`config.mk`:
```
export PLATFORM = sky130hd
export DESIGN_NAME = timer_reload_ctrl_flat
export DESIGN_NICKNAME = d
export VERILOG_FILES = /design/src/rtl/timer_reload_ctrl_if.sv /design/src/rtl/timer_reload_ctrl.sv /design/src/flat_wrapper.sv
export SDC_FILE = /design/constraint.sdc
export NUM_CORES = 1
export LEC_CHECK = 0
export ABC_AREA = 1
export CORE_MARGIN = 4
export CORE_UTILIZATION = 52
export DETAILED_ROUTE_END_ITERATION = 7
export GPL_ROUTABILITY_DRIVEN = 1
export PLACE_DENSITY_LB_ADDON = 0.12
export SYNTH_ARGS = -nofsm -noshare
export SYNTH_HDL_FRONTEND = slang
export SYNTH_SLANG_ARGS = --single-unit
export TNS_END_PERCENT = 20
```
`constraint.sdc`:
```
create_clock -name clk -period 3.4 [get_ports clk]
set_input_delay 0.85 -clock clk [delete_from_list [all_inputs] [get_ports clk]]
set_output_delay 0.85 -clock clk [all_outputs]
set_load 0.02 [all_outputs]
```
`src/rtl/timer_reload_ctrl_if.sv`:
```
// Bus bundle for timer_reload_ctrl.
// The master drives the tick and the CPU write strobes.
// The slave (the counter block) returns the registered counter state.
interface timer_reload_ctrl_if #(
  parameter int WIDTH = 8
) ();
  logic             tick;
  logic             cnt_we;
  logic [WIDTH-1:0] cnt_wdata;
  logic             mod_we;
  logic [WIDTH-1:0] mod_wdata;
  logic [WIDTH-1:0] count;
  logic [WIDTH-1:0] modulo;
  logic             reloading;
  logic             irq;

  modport master (
    output tick, cnt_we, cnt_wdata, mod_we, mod_wdata,
    input  count, modulo, reloading, irq
  );

  modport slave (
    input  tick, cnt_we, cnt_wdata, mod_we, mod_wdata,
    output count, modulo, reloading, irq
  );
endinterface

```
`src/rtl/timer_reload_ctrl.sv`:
```
// Reloadable up-counter with delayed modulo reload and an overflow IRQ
// (DMG TIMA/TMA style).
//
// After an overflow the counter reads zero for RELOAD_DELAY cycles (WAIT).
// It then spends one LOAD cycle showing the modulo value, with irq and
// reloading both high.
//
// CPU writes race against that window as follows:
//  - A counter write in WAIT cancels the reload and the IRQ.
//  - A counter write in LOAD is dropped.
//  - A modulo write in LOAD also passes through to the counter.
module timer_reload_ctrl #(
  parameter int WIDTH        = 8,
  parameter int RELOAD_DELAY = 4
) (
  input  logic                clk,
  input  logic                reset,
  timer_reload_ctrl_if.slave  bus
);

  // Wide enough to hold RELOAD_DELAY-1, never narrower than one bit.
  localparam int DW = (RELOAD_DELAY > 1) ? $clog2(RELOAD_DELAY) : 1;
  localparam logic [WIDTH-1:0] CNT_MAX  = {WIDTH{1'b1}};
  localparam logic [DW-1:0]    DLY_INIT = DW'(RELOAD_DELAY - 1);

  typedef enum logic [1:0] {
    ST_RUN  = 2'd0,
    ST_WAIT = 2'd1,
    ST_LOAD = 2'd2
  } state_t;

  state_t           state_q,     state_d;
  logic [WIDTH-1:0] count_q,     count_d;
  logic [WIDTH-1:0] modulo_q,    modulo_d;
  logic [DW-1:0]    delay_q,     delay_d;
  logic             irq_q,       irq_d;
  logic             reloading_q, reloading_d;

  // Next-state logic for the counter, the modulo register and the reload window.
  always_comb begin
    state_d     = state_q;
    count_d     = count_q;
    modulo_d    = modulo_q;
    delay_d     = delay_q;
    irq_d       = 1'b0;
    reloading_d = 1'b0;

    // The modulo register accepts CPU writes in every state.
    if (bus.mod_we) begin
      modulo_d = bus.mod_wdata;
    end

    case (state_q)
      ST_RUN: begin
        if (bus.cnt_we) begin
          // A CPU write wins over a tick in the same cycle.
          count_d = bus.cnt_wdata;
        end else if (bus.tick) begin
          if (count_q == CNT_MAX) begin
            count_d = '0;
            delay_d = DLY_INIT;
            state_d = ST_WAIT;
          end else begin
            count_d = count_q + WIDTH'(1);
          end
        end
      end

      ST_WAIT: begin
        // Ticks are ignored here; the counter holds zero until the reload.
        if (bus.cnt_we) begin
          // A CPU write aborts the pending reload and its interrupt.
          count_d = bus.cnt_wdata;
          delay_d = '0;
          state_d = ST_RUN;
        end else if (delay_q == '0) begin
          // A modulo write on this same edge is used for the reload value.
          count_d     = bus.mod_we ? bus.mod_wdata : modulo_q;
          irq_d       = 1'b1;
          reloading_d = 1'b1;
          state_d     = ST_LOAD;
        end else begin
          delay_d = delay_q - DW'(1);
        end
      end

      ST_LOAD: begin
        // Counter writes and ticks are dropped.
        // A modulo write lands in the counter as well.
        if (bus.mod_we) begin
          count_d = bus.mod_wdata;
        end
        state_d = ST_RUN;
      end

      default: begin
        state_d = ST_RUN;
      end
    endcase
  end

  // State register; reset takes priority over every input.
  always_ff @(posedge clk) begin
    if (reset) begin
      state_q     <= ST_RUN;
      count_q     <= '0;
      modulo_q    <= '0;
      delay_q     <= '0;
      irq_q       <= 1'b0;
      reloading_q <= 1'b0;
    end else begin
      state_q     <= state_d;
      count_q     <= count_d;
      modulo_q    <= modulo_d;
      delay_q     <= delay_d;
      irq_q       <= irq_d;
      reloading_q <= reloading_d;
    end
  end

  assign bus.count     = count_q;
  assign bus.modulo    = modulo_q;
  assign bus.irq       = irq_q;
  assign bus.reloading = reloading_q;

endmodule

```
`src/flat_wrapper.sv`:
```
// flat-port wrapper written by rule: the top's interface ports become plain ports
module timer_reload_ctrl_flat 
#(
  parameter int WIDTH        = 8,
  parameter int RELOAD_DELAY = 4
)
  (clk, reset, bus_tick, bus_cnt_we, bus_cnt_wdata, bus_mod_we, bus_mod_wdata, bus_count, bus_modulo, bus_reloading, bus_irq);
  timer_reload_ctrl_if #(.WIDTH(WIDTH)) bus_i ();
  input  logic clk;
  input  logic reset;
  input wire logic [$bits(bus_i.tick)-1:0] bus_tick;
  input wire logic [$bits(bus_i.cnt_we)-1:0] bus_cnt_we;
  input wire logic [$bits(bus_i.cnt_wdata)-1:0] bus_cnt_wdata;
  input wire logic [$bits(bus_i.mod_we)-1:0] bus_mod_we;
  input wire logic [$bits(bus_i.mod_wdata)-1:0] bus_mod_wdata;
  output wire logic [$bits(bus_i.count)-1:0] bus_count;
  output wire logic [$bits(bus_i.modulo)-1:0] bus_modulo;
  output wire logic [$bits(bus_i.reloading)-1:0] bus_reloading;
  output wire logic [$bits(bus_i.irq)-1:0] bus_irq;
  assign bus_i.tick = bus_tick;
  assign bus_i.cnt_we = bus_cnt_we;
  assign bus_i.cnt_wdata = bus_cnt_wdata;
  assign bus_i.mod_we = bus_mod_we;
  assign bus_i.mod_wdata = bus_mod_wdata;
  assign bus_count = bus_i.count;
  assign bus_modulo = bus_i.modulo;
  assign bus_reloading = bus_i.reloading;
  assign bus_irq = bus_i.irq;
  timer_reload_ctrl #(.WIDTH(WIDTH), .RELOAD_DELAY(RELOAD_DELAY)) u_core (.clk(clk), .reset(reset), .bus(bus_i));
endmodule
```
==> flow_metrics.tcl <==
set metrics [dict create \
    drv_cap 0 \
    grt_use_total_pct 21.54 \
    status "complete, no violations" \
    first_iter_violations 50 \
    p_leak_nw 0.7359 \
    cts_tree "yes" \
    whs_ns 0.4924 \
    wire_per_inst_um 12.54 \
    start_util_pct 54.26 \
    num_rows 19 \
    drt-vias-per-instance 5.237 \
    cts_buffer_depth 2 \
    post-route-min-period_ns 2.396 \
    final_area_sq_mm 0.001881 \
    cp.required_ns 3.65 \
    ioPinCount 39 \
    finClkSkew_ns 0.002787 \
    synth_top_cell_by_area "dfxtp_1" \
    place_ws_ns 0.7297 \
    cts_made_buffers 3 \
    nets 292 \
    final_common_cell "nand2_1" \
    antenna_found_initial 0 \
    cp-start-kind "primary input" \
    max_slew_margin_pct 48.69 \
    fin_tns_setup_ns 0 \
    rsz0062_at_grt "false" \
    grt_pass1_wl_um 6147 \
    ys_types 28 \
    n_antenna_cell 0 \
    area_growth_pct 25.67 \
    swShare_pct 36.59 \
    hpwl_um 2847 \
    seqPwrFrac_pct 43.8 \
    tightest_slew_ns 0.7673 \
    cts_root_buffer "clkbuf_4" \
    ys_seq_area_share_pct 28.09 \
    synth_top_area_share_pct 28.09 \
    vias 1545 \
    synth_area_leaders "dfxtp_1 28%, nand2_1 14%, nor2_1 8.8%, inv_1 6.5%, nand3_1 6.4%" \
    ys.warnings.count 0 \
    placed_area_sq_mm 0.001854 \
    p_sw_w 0.0002448 \
    layout_common_cells "56 x nand2_1, 38 x clkdlybuf4s50_1, 35 x nor2_1" \
    die_y_um 61.65 \
    gp_congestion 0.8555 \
    synth_cells 230 \
    hold_path_class "reg2reg" \
    syn-num-nets 257 \
    ir_drop_mv 0.3266 \
    power_frac_clock_pct 19.4 \
    port_buffers 38 \
    clkTransAtPathRegs_ns 0.13 \
    pwr_density_cell_mw_per_mm2 355.8 \
    synthesis.area_per_instance_sq_um 6.506 \
    drive_gt1_share_pct 10.23 \
    dieWidth_um 61.65 \
    ys_seq_elements 21 \
    wirelength_um 3700 \
    async_flop_share_pct 0 \
    dr.pass1.iters 4 \
    cp-end-kind "flop" \
    fmax_ghz 0.4174 \
    cts_resized 0 \
    power.share.combinational_pct 36.9 \
    post-route-period-util_pct 70.47 \
    setup_viol 0 \
    grt_pass1_vias 1462 \
    dieArea_sq_mm 0.003800 \
    insertion_delay_ns 0.32 \
    grt_max_degree 21 \
    cts_num_sinks 21 \
    hold_violations 0 \
    drv_slew 0 \
    route.detailed.drc 0 \
    antenna_left 0 \
    syn-cell-area_sq_mm 0.001496 \
    post-cts-setup-buffer-count 0 \
    path_class "in2reg" \
    core_sq_mm 0.002758 \
    synth_edf_count 0 \
    cp_max_fo 20 \
    globalRouteOverflowTotal 0 \
    synth-main-ff-cell "dfxtp_1" \
    htree_levels 1 \
    fillerInstances 266 \
    finalWorstSetupSlack_ns 1.004 \
    worstPathArrival_ns 2.65 \
    internal_power_w 0.0004243 \
    cts.hold.buffers_added 0 \
]
[critical path, stage by stage]
cell	delay [ns]
clkdlybuf4s50_1	0.93
nor2_2	0.15
nand2_2	0.14
nand4_4	0.20
nor2_1	0.19
nand2_1	0.08
a21oi_2	0.10
[power groups by stage]
stage          Clock, W  Sequential (W)  Combinational, W
2_1_floorplan         0        0.000316          0.000141
3_3_place_gp          0        0.000298          0.000243
6_report       0.000130        0.000293          0.000247
4_1_cts        0.000129        0.000292          0.000247
5_1_grt        0.000137        0.000297          0.000275
3_5_place_dp          0        0.000298          0.000246
[final timing paths]
check | start | endpoint | slack (ns) | depth (start not counted)
worst max-delay path | bus_cnt_we | u_core.bus.count[7]$_SDFFE_PP0P_ | 1.00 | 7
worst min-delay path | u_core.delay_q[0]$_SDFFE_PP0P_ | u_core.delay_q[0]$_SDFFE_PP0P_ | 0.49 | 2
worst min register to register | u_core.delay_q[0]$_SDFFE_PP0P_ | u_core.delay_q[0]$_SDFFE_PP0P_ | 0.49 | 2
worst max register to register | u_core.state_q[1]$_SDFFE_PP0P_ | u_core.bus.count[7]$_SDFFE_PP0P_ | 1.65 | 9
[synth_stat cells (2+ instances only)]
| cell type | count |
|---|---|
| nand2_1 | 56 |
| ha_1 | 6 |
| nor2_4 | 2 |
| a21oi_2 | 8 |
| nand3_1 | 19 |
| o211ai_1 | 4 |
| o21bai_1 | 3 |
| buf_4 | 2 |
| nor2_1 | 35 |
| nor2_2 | 2 |
| a21oi_1 | 12 |
| o21ai_0 | 14 |
| buf_6 | 2 |
| dfxtp_1 | 21 |
| inv_2 | 2 |
| nand2_2 | 3 |
| clkbuf_1 | 3 |
| inv_1 | 26 |
[layout make-up]
cell class / count / area, sq um / area share, %
tap: 31 / 38.79 / 2.063
sequential: 21 / 420.4 / 22.36
inverter: 29 / 111.4 / 5.922
clock buffer: 4 / 26.28 / 1.397
multi-input combinational: 171 / 895.9 / 47.64
timing repair buffer: 39 / 387.9 / 20.63
[metal layers]
layer / track usage [%] / part of all wire, % / up-vias / wire (um)
li1: - / - / 803 / -
met1: 25.94 / 44 / 698 / 1629
met2: 38.57 / 49 / 40 / 1815
met3: 5.660 / 6.1 / 4 / 226
met4: 3.939 / 0.78 / 0 / 29
met5: 0 / 0 / - / 0
[cell families (layout without fill, tap and decap cells)]
logic type               count (synthesis)  count (layout)  synth area share (%)
AND/OR/NAND/NOR                        122             122                 36.29
AO/OA/AOI/OAI                           42              42                 17.98
buffers and inverters                   38              72                 12.04
flip-flops                              21              21                 28.09
adder cells (fa/ha/maj)                  6               6                 5.017
XOR/XNOR                                 1               1                0.5854
[per-stage QoR]
step | utilization (%) | std cells | total power [W]
after global routing | 68.19 | 295 | 0.0007092
after CTS | 68.19 | 295 | 0.0006684
after floorplan | - | 230 | 0.0004573
after detailed placement | 67.24 | 291 | 0.0005437
final | 68.19 | 295 | 0.0006691
after global placement | 67.24 | 291 | 0.0005409
[state kept, by name, indices dropped and copies added, names as in the netlist]
register / count
u_core.bus.count: 8
u_core.bus.irq: 1
u_core.bus.modulo: 8
u_core.delay_q: 2
u_core.state_q: 2
Power figures use the tool's default switching activity.
